File: src/rtl/clk_div_ctrl.sv
`default_nettype none
// ============================================================================
// Module   : clk_div_ctrl
// Purpose  : Run-time programmable integer clock-divider controller. Produces
//            a divided clock-enable waveform (div_out) and a one-cycle tick in
//            the last cycle of every period. New divisors arrive over a
//            valid/ready handshake and are applied only at period boundaries,
//            so the waveform never shows a runt or stretched pulse. Start and
//            stop requests are also honoured only at period ends.
//
// Parameters:
//   CNT_W      width of divisor and period counter (legal divisors 2..2^CNT_W-1)
//   DEF_DIV    divisor loaded at reset (must be 2..2^CNT_W-1)
//
// Ports:
//   clk          in   system clock, all logic on posedge
//   rst          in   synchronous active-high reset
//   en           in   run request, level sensitive
//   cfg_valid    in   new divisor offered
//   cfg_div      in   offered divisor, sampled when cfg_valid && cfg_ready
//   cfg_ready    out  controller can accept a divisor
//   cfg_err      out  one-cycle pulse: offered divisor was < 2 and rejected
//   div_out      out  divided waveform, high for floor(N/2) of N cycles
//   tick         out  one-cycle pulse in the last cycle of each period
//   active_div   out  divisor currently in use
//   busy         out  high while running or finishing the final period
//   period_cnt   out  [15:0] completed-period counter (optional, see below)
//
// Optional feature:
//   CLK_DIV_CTRL_PERIOD_CNT_EN - when defined, adds the period_cnt output,
//   a 16-bit counter bumped once per tick, wrapping 65535 -> 0, cleared only
//   by rst and held while idle.
//
// Revision : 1.0 - initial release
// ============================================================================
module clk_div_ctrl #(
  parameter int CNT_W   = 8,
  parameter int DEF_DIV = 3
) (
  input  logic             clk,
  input  logic             rst,
  input  logic             en,
  input  logic             cfg_valid,
  input  logic [CNT_W-1:0] cfg_div,
  output logic             cfg_ready,
  output logic             cfg_err,
  output logic             div_out,
  output logic             tick,
  output logic [CNT_W-1:0] active_div,
  output logic             busy
`ifdef CLK_DIV_CTRL_PERIOD_CNT_EN
  ,
  output logic [15:0]      period_cnt
`endif
);

  // --------------------------------------------------------------------------
  // Constants
  // --------------------------------------------------------------------------
  localparam logic [CNT_W-1:0] c_def_div = CNT_W'(DEF_DIV);
  localparam logic [CNT_W-1:0] c_min_div = CNT_W'(2);
  localparam logic [CNT_W-1:0] c_one     = CNT_W'(1);
  localparam logic [CNT_W-1:0] c_zero    = '0;

  // --------------------------------------------------------------------------
  // State encoding
  //   S_IDLE : waveform parked low, counter held at zero
  //   S_RUN  : counting periods with en high
  //   S_STOP : en dropped; finishing the current period before going idle
  // --------------------------------------------------------------------------
  typedef enum logic [1:0] {
    S_IDLE = 2'd0,
    S_RUN  = 2'd1,
    S_STOP = 2'd2
  } state_e;

  state_e           state_q,      state_d;
  logic [CNT_W-1:0] cnt_q,        cnt_d;
  logic [CNT_W-1:0] active_div_q, active_div_d;
  logic [CNT_W-1:0] pend_div_q,   pend_div_d;
  logic             pend_q,       pend_d;
  logic             cfg_ready_q,  cfg_ready_d;
  logic             cfg_err_q,    cfg_err_d;
  logic             div_out_q,    div_out_d;
  logic             tick_q,       tick_d;
  logic             busy_q,       busy_d;

  logic             w_cfg_fire;
  logic             w_cfg_bad;
  logic             w_wrap;
  logic             w_apply;
  logic [CNT_W-1:0] w_last;

  // --------------------------------------------------------------------------
  // Handshake and period-boundary detection
  // --------------------------------------------------------------------------
  assign w_cfg_fire = cfg_valid && cfg_ready_q;
  assign w_cfg_bad  = (cfg_div < c_min_div);

  // active_div is never below 2, so N-1 cannot underflow.
  assign w_last = active_div_q - c_one;
  assign w_wrap = (state_q != S_IDLE) && (cnt_q == w_last);

  // A pending divisor must already be held during the cycle that ends with
  // the wrap edge; one accepted on that very edge waits a further period.
  // While idle there is no period to protect, so it applies immediately.
  assign w_apply = pend_q && ((state_q == S_IDLE) || w_wrap);

  // --------------------------------------------------------------------------
  // Next-state logic
  // --------------------------------------------------------------------------
  always_comb begin
    state_d      = state_q;
    cnt_d        = cnt_q;
    pend_d       = pend_q;
    pend_div_d   = pend_div_q;
    cfg_ready_d  = cfg_ready_q;
    cfg_err_d    = 1'b0;
    active_div_d = w_apply ? pend_div_q : active_div_q;

    // Apply and accept are mutually exclusive: accepting needs cfg_ready,
    // which is low whenever something is pending.
    if (w_apply) begin
      pend_d      = 1'b0;
      cfg_ready_d = 1'b1;
    end

    if (w_cfg_fire) begin
      if (w_cfg_bad) begin
        cfg_err_d = 1'b1;
      end else begin
        pend_d      = 1'b1;
        pend_div_d  = cfg_div;
        cfg_ready_d = 1'b0;
      end
    end

    case (state_q)
      S_IDLE: begin
        if (en) begin
          state_d = S_RUN;
        end
      end
      S_RUN: begin
        if (!en) begin
          state_d = S_STOP;
        end
      end
      S_STOP: begin
        // Re-raising en cancels the stop without touching the counter.
        if (en) begin
          state_d = S_RUN;
        end else if (w_wrap) begin
          state_d = S_IDLE;
        end
      end
      default: begin
        state_d = S_IDLE;
      end
    endcase

    if ((state_q == S_IDLE) || (state_d == S_IDLE) || w_wrap) begin
      cnt_d = c_zero;
    end else begin
      cnt_d = cnt_q + c_one;
    end

    // Outputs are registered from the next count and next divisor so they
    // line up with the cycle in which the counter holds that value.
    busy_d    = (state_d != S_IDLE);
    div_out_d = busy_d && (cnt_d < (active_div_d >> 1));
    tick_d    = busy_d && (cnt_d == (active_div_d - c_one));
  end

  // --------------------------------------------------------------------------
  // State and output registers
  // --------------------------------------------------------------------------
  always_ff @(posedge clk) begin
    if (rst) begin
      state_q      <= S_IDLE;
      cnt_q        <= c_zero;
      active_div_q <= c_def_div;
      pend_q       <= 1'b0;
      pend_div_q   <= c_zero;
      cfg_ready_q  <= 1'b1;
      cfg_err_q    <= 1'b0;
      div_out_q    <= 1'b0;
      tick_q       <= 1'b0;
      busy_q       <= 1'b0;
    end else begin
      state_q      <= state_d;
      cnt_q        <= cnt_d;
      active_div_q <= active_div_d;
      pend_q       <= pend_d;
      pend_div_q   <= pend_div_d;
      cfg_ready_q  <= cfg_ready_d;
      cfg_err_q    <= cfg_err_d;
      div_out_q    <= div_out_d;
      tick_q       <= tick_d;
      busy_q       <= busy_d;
    end
  end

  assign cfg_ready  = cfg_ready_q;
  assign cfg_err    = cfg_err_q;
  assign div_out    = div_out_q;
  assign tick       = tick_q;
  assign active_div = active_div_q;
  assign busy       = busy_q;

`ifdef CLK_DIV_CTRL_PERIOD_CNT_EN
  // --------------------------------------------------------------------------
  // Completed-period counter: bumps at the edge closing each tick cycle and
  // wraps naturally at 16 bits. Only rst clears it, so it survives idle.
  // --------------------------------------------------------------------------
  logic [15:0] period_cnt_q;

  always_ff @(posedge clk) begin
    if (rst) begin
      period_cnt_q <= 16'd0;
    end else if (tick_q) begin
      period_cnt_q <= period_cnt_q + 16'd1;
    end
  end

  assign period_cnt = period_cnt_q;
`endif

endmodule
`default_nettype wire

File: config.mk
export PLATFORM = sky130hd
export DESIGN_NAME = clk_div_ctrl
export DESIGN_NICKNAME = d
export VERILOG_FILES = /design/src/rtl/clk_div_ctrl.sv
export SDC_FILE = /design/constraint.sdc
export NUM_CORES = 1
export LEC_CHECK = 0
export CORE_MARGIN = 2
export CORE_UTILIZATION = 50
export DETAILED_ROUTE_END_ITERATION = 10
export MAX_ROUTING_LAYER = met4
export PLACE_DENSITY = 0.74
export SLEW_MARGIN = 5
export SYNTH_ARGS = -nofsm -noshare
export SYNTH_HDL_FRONTEND = slang
export SYNTH_SLANG_ARGS = --single-unit
File: constraint.sdc
create_clock -name clk -period 6 [get_ports clk]
set_clock_uncertainty 0.05 [all_clocks]
set_input_delay 1.2 -clock clk [delete_from_list [all_inputs] [get_ports clk]]
set_output_delay 1.2 -clock clk [all_outputs]
set_load 0.05 [all_outputs]
==> impl_metrics.tcl <==
set metrics [dict create \
    synth_top_area_share_pct 31.39 \
    drc_errors 0 \
    status "finished clean" \
    min_period_over_period_pct 66.62 \
    rows 23 \
    die-area_sq_mm 0.004608 \
    placed_area_sq_mm 0.002295 \
    avgSynthCellArea_sq_um 8.834 \
    hold_path.class "reg -> reg" \
    fin_nets 273 \
    ctsResizeCount 0 \
    grt_max_degree 31 \
    yosysMostFrequentCell "dfxtp_1" \
    synth_area_leader_cell "dfxtp_1" \
    syn2layout_area_growth_pct 18.64 \
    multi_input_area_sq_mm 0.001318 \
    worst_r2r_path_depth 10 \
    ir_worst_vdd_uv 177.5 \
    dr.pass1.iters 5 \
    grt_usage_pct 25.09 \
    antenna_found_initial 0 \
    hold_buffers 0 \
    dp_slack_ns 2.038 \
    worst_pin_slew_ns 1.101 \
    setup.worst_path.start "active_div[3]$_SDFF_PP0_" \
    clock_sinks 32 \
    crit_type "reg -> reg" \
    vias 1780 \
    clk_pin_slew_ns 0.07 \
    clock_latency_ns 0.29 \
    ant_nets 0 \
    coreArea_sq_mm 0.003971 \
    syn_inst 231 \
    initial_core_util_pct 51.39 \
    end_kind "flip-flop" \
    internal-power_mw 0.4231 \
    synth_nets 251 \
    drv_cap 0 \
    drive_gt1_share_pct 7.480 \
    rr_startpoint "active_div[3]$_SDFF_PP0_" \
    clock_path_buffers 2 \
    htreeDepth 2 \
    grt_pass1_vias 1699 \
    crit_arrival_ns 4.14 \
    grt_overflow_total 0 \
    r2r_end "tick$_SDFF_PP0_" \
    yosys-top-cells-count "dfxtp_1, nor2_1, nor3_1, mux2i_1" \
    grt_first_pass_wirelength_mm 8.238 \
    worstSetupEndpoint "tick$_SDFF_PP0_" \
    synth_flop_cell "dfxtp_1" \
    vias_per_cell 5.855 \
    rsz0062_at_grt "false" \
    total_power_mw 0.5960 \
    pwr-share-clk_pct 38.8 \
    cp_max_fo 13 \
    fin_ws_ns 2.003 \
    rrSetupSlack_ns 2.00 \
    setup_tns_ns 0 \
    power_frac_comb_pct 21.8 \
    p_leak_nw 0.9856 \
    dpl.hpwl_mm 3.753 \
    finalHoldViolations 0 \
    fin_area_sq_mm 0.002421 \
    slew_headroom_pct 26.36 \
    ys_async_sr_fraction_pct 0 \
    cts_tree "built" \
    final-max-slew-violation-count 0 \
    setup_viol 0 \
    fillerInstances 372 \
    dr.first_iter.drc_count 133 \
    swShare_pct 29.00 \
    die_x_microns 67.89 \
    ys_seq_elements 32 \
    syn_area_sq_mm 0.002041 \
    dieHeight_microns 67.89 \
    crit_required_ns 6.14 \
    diodes 0 \
    min_period_ns 3.997 \
    routed_wl_mm 4.865 \
    root_buffer "clkbuf_8" \
    io_pins 25 \
    portBuffers 24 \
    pwr_density_cell_mw_per_mm2 246.2 \
    yosys_warnings 0 \
    max_freq_mhz 250.2 \
    wl_per_cell_microns 16.00 \
    crit_path_start_kind "flip-flop" \
    place_congestion 0.9319 \
    ys_types 52 \
    synth-seq-area-share_pct 31.39 \
    power.switching_mw 0.1728 \
    ys_top_cells_by_area "dfxtp_1, mux2i_1, nor2_1" \
    ff_latch_area_sq_um 640.6 \
    cts_buffers 5 \
    synth_edf_count 0 \
    pwr-share-seq_pct 39.5 \
    cts_post_setup_buffers_inserted 0 \
]
## worst min-delay path by stage
stage,startpoint,end,slack [ns],cells past startpoint
global placement,cfg_ready$_SDFF_PP1_,cfg_err$_SDFF_PP0_,0.44,2
global route,pend_div_q[7]$_SDFFE_PP0P_,pend_div_q[7]$_SDFFE_PP0P_,0.47,2
finish,cfg_ready$_SDFF_PP1_,cfg_err$_SDFF_PP0_,0.44,2
CTS,cfg_ready$_SDFF_PP1_,cfg_err$_SDFF_PP0_,0.45,2
floorplan,pend_div_q[7]$_SDFFE_PP0P_,pend_div_q[7]$_SDFFE_PP0P_,0.41,2
detailed placement,cfg_ready$_SDFF_PP1_,cfg_err$_SDFF_PP0_,0.44,2
## cell usage in the layout, fill, tap and decap left out, types with 4 or more instances in the layout
cell / synthesis / final
dfxtp_1: 32 / 32
nor2_1: 31 / 31
clkdlybuf4s50_1: 0 / 24
nor3_1: 18 / 18
mux2i_1: 15 / 15
xnor2_1: 10 / 10
nand2_1: 10 / 10
xor2_1: 9 / 9
inv_1: 8 / 8
a21oi_1: 8 / 8
ha_1: 8 / 8
clkbuf_8: 0 / 7
o31ai_1: 6 / 6
and3_1: 5 / 5
nand3_1: 5 / 5
o21ai_0: 4 / 4
## area by class of cell
class | instances | share of cell area, %
inverter | 9 | 1.395
timing repair buffer | 24 | 9.922
clock inverter | 1 | 1.240
multi-input combinational | 181 | 54.42
tap | 50 | 2.584
clock buffer | 7 | 3.979
sequential | 32 | 26.46
## per-stage QoR
| step | util (%) | hold slack [ns] | std cells |
|---|---|---|---|
| final | 60.96 | 0.4391 | 304 |
| after global routing | 60.96 | 0.4666 | 304 |
| after CTS | 60.96 | 0.4494 | 304 |
| after detailed placement | 57.78 | 0.4366 | 296 |
| after global placement | 57.78 | 0.4352 | 296 |
| after floorplan | - | 0.4096 | 231 |
## registers in the layout, indices dropped and copies added, names as in the netlist
signal,cells
cfg_ready,1
pend_div_q,8
tick,1
cnt_q,8
state_q,2
cfg_err,1
busy,1
pend_q,1
active_div,8
div_out,1
## kinds of logic after synthesis
group | after synthesis | share of synthesized area (%)
AO/OA/AOI/OAI | 44 | 16.68
XOR/XNOR | 22 | 11.53
adder cells (fa/ha/maj) | 8 | 4.905
buffers and inverters | 18 | 4.047
flip-flops | 32 | 31.39
multiplexers | 19 | 10.12
AND/OR/NAND/NOR | 88 | 21.34
## critical path, cell delays in order, from the launching register on
cell       delay, ns
dfxtp_1         0.40
nor4_1          0.61
o21ai_1         0.13
and3_1          0.24
o211a_1         0.35
o21ai_4         0.48
mux2i_1         0.49
ha_1            0.22
inv_1           0.07
or4_1           0.55
a2111oi_2       0.30
## power by group through the flow
stage / logic (mW) / registers [mW] / clock network, mW
2_1_floorplan: 0.0854 / 0.251 / 0
3_5_place_dp: 0.130 / 0.240 / 0
6_report: 0.130 / 0.235 / 0.231
4_1_cts: 0.130 / 0.235 / 0.236
3_3_place_gp: 0.127 / 0.240 / 0
5_1_grt: 0.142 / 0.237 / 0.242
## metal layers
layer  share of wire (%)  vias up  wire [microns]  track usage, %
met1                  47      845            2299           31.39
met3                 4.3        8             209           5.428
met4                 1.9        0              94           8.500
met2                  46       43            2261           40.32
li1                    -      884               -               -
met5                   0        -               0               -
Note: power is estimated with default switching activity, not from simulation.
==> edit (same settings) <==
The output `cfg_err` loses its register stage (`cfg_err_q` becomes a continuous assignment).
--- a/src/rtl/clk_div_ctrl.sv
+++ b/src/rtl/clk_div_ctrl.sv
@@ -183,7 +183,6 @@
       pend_q       <= 1'b0;
       pend_div_q   <= c_zero;
       cfg_ready_q  <= 1'b1;
-      cfg_err_q    <= 1'b0;
       div_out_q    <= 1'b0;
       tick_q       <= 1'b0;
       busy_q       <= 1'b0;
@@ -194,12 +193,13 @@
       pend_q       <= pend_d;
       pend_div_q   <= pend_div_d;
       cfg_ready_q  <= cfg_ready_d;
-      cfg_err_q    <= cfg_err_d;
       div_out_q    <= div_out_d;
       tick_q       <= tick_d;
       busy_q       <= busy_d;
     end
   end
+
+  assign cfg_err_q = cfg_err_d;
 
   assign cfg_ready  = cfg_ready_q;
   assign cfg_err    = cfg_err_q;
Behaviour: not the same (Yosys sat finds a counterexample within 4 cycles, from zero or initial values and one cycle with rst high).
==> edit against the original RTL <==
Setup slack got worse by 0.34 ns. Critical endpoint unchanged. Critical path depth rose by 5. Sequential cell count fell by 1. Total power rose by 1.0%. Wire length rose by 11%. Final area rose by 2.2%. Synthesized area rose by 2.5%. Highest routed layer unchanged. Largest cell class unchanged. Global-route usage rose by 0.76 points.
==> edit: results (changes against the original RTL) <==
Run status
  • Outcome: finished, final reports clean

Synthesis
  • Post-Syn Instances: 245 (+6.1%)
  • Post-synthesis sequential area ratio: 29.7% (-1.7 points)
  • Yosys cell types: 62 (+19%)
  • Most instantiated cells after synthesis: 31 x dfxtp_1, 28 x nor2_1, 16 x nor3_1
  • Post-synthesis mux area share: 4.55% (-5.6 points)
  • Syn Nets: 265 (+5.6%)
  • Xor/xnor cell area share of the yosys netlist: 8.62% (-2.9 points)

Cells and area
  • Share of cells above drive strength 1: 10.0% (+2.6 points)
  • Nets: 288 (+5.5%)

Pwr
  • Int Pwr: 0.000414 W (-2.1%)
  • Max VDD drop: 0.161 mV (-9.4%)

Drt
  • Met3 WL: 336 um (+61%)
  • Met2 wire length: 2590 um (+15%)
  • Via count: 1953 (+9.7%)
  • Avg WL per Cell: 16.9 um (+5.9%)
  • Wirelength, routed: 5410 um (+11%)
  • Drt pass-1 iters: 4 (-1)

Global routing
  • Met3 usage: 6.33% (+0.90 points)
  • Largest net degree at the start of global routing: 30 (-3.2%)
  • Met2 Resource Use GR: 39.4% (-0.90 points)
  • All-Layer GR Usage: 25.9% (+0.76 points)
  • First-pass GRT wire length: 8680 um (+5.4%)
  • M1 GR Usage: 32.7% (+1.3 points)
  • Vias in the first global route: 1850 (+8.9%)

Placed design
  • Routability cong.: 1.06 (+13%)
  • Post-DP HPWL: 4030 um (+7.5%)
  • Inst Count DP: 311 (+5.1%)

Critical path
  • Reg2Reg Depth: 15 (+5)
  • Reg2Reg Launch Point: active_div[0]
  • WP data arrival: 4.52 ns (+0.38 ns)
  • CP max stage delay: 0.52 ns (-0.09 ns)

Timing
  • Max-slew headroom: 31.1% (+4.8 points)

Min path
  • Hold path start: state_q[1]
## edit: changes by cell type in the layout (fill, tap and decap cells not counted), moves of 3 or more
cell     before  now
a21oi_1       8   14
nor4_1        2    6
nor2_1       31   28
o31ai_1       6    2
mux2i_1      15    8
nand3_1       5   14
mux2_2        3    0
nor2b_1       1    4
## edit: worst min path at each step
stage / to / slack (ns) / cells after the start
after global routing: pend_div_q[7] / 0.50 / 2
final: state_q[0] / 0.46 / 1
after detailed placement: pend_div_q[7] / 0.45 / 2
after floorplan: pend_div_q[7] / 0.41 / 2
after CTS: state_q[0] / 0.46 / 1
after global placement: pend_div_q[7] / 0.44 / 2
## edit: final cells by class
type / instances / area, sq um
well taps: 50 / 62.6
clock inverters: 2 / 35.0
fillers: 356 / 1530
inverters: 8 / 30.0
flip-flops and latches: 31 / 621
multi-input cells: 197 / 1400
clock buffers: 6 / 82.6
repair buffers: 25 / 248
## edit: stage by stage
step / cell area [sq um] / utilization, % / total power, W / worst slack, ns
2_1_floorplan: 2090 / - / 0.000345 / 1.83
3_3_place_gp: 2360 / 58.9 / 0.000387 / 1.76
3_5_place_dp: 2360 / 58.9 / 0.000388 / 1.74
4_1_cts: 2470 / 61.8 / 0.000605 / 1.70
5_1_grt: 2470 / 61.8 / 0.000629 / 1.32
6_report: 2470 / 61.8 / 0.000602 / 1.66
## edit: power groups by stage
| stage | registers [W] | logic, W | clock network (W) |
|---|---|---|---|
| finish | 0.000232 | 0.000155 | 0.000215 |
| global route | 0.000233 | 0.000167 | 0.000229 |
| CTS | 0.000231 | 0.000153 | 0.000220 |
| detailed placement | 0.000236 | 0.000152 | 0 |
| global placement | 0.000235 | 0.000152 | 0 |
| floorplan | 0.000250 | 0.0000953 | 0 |
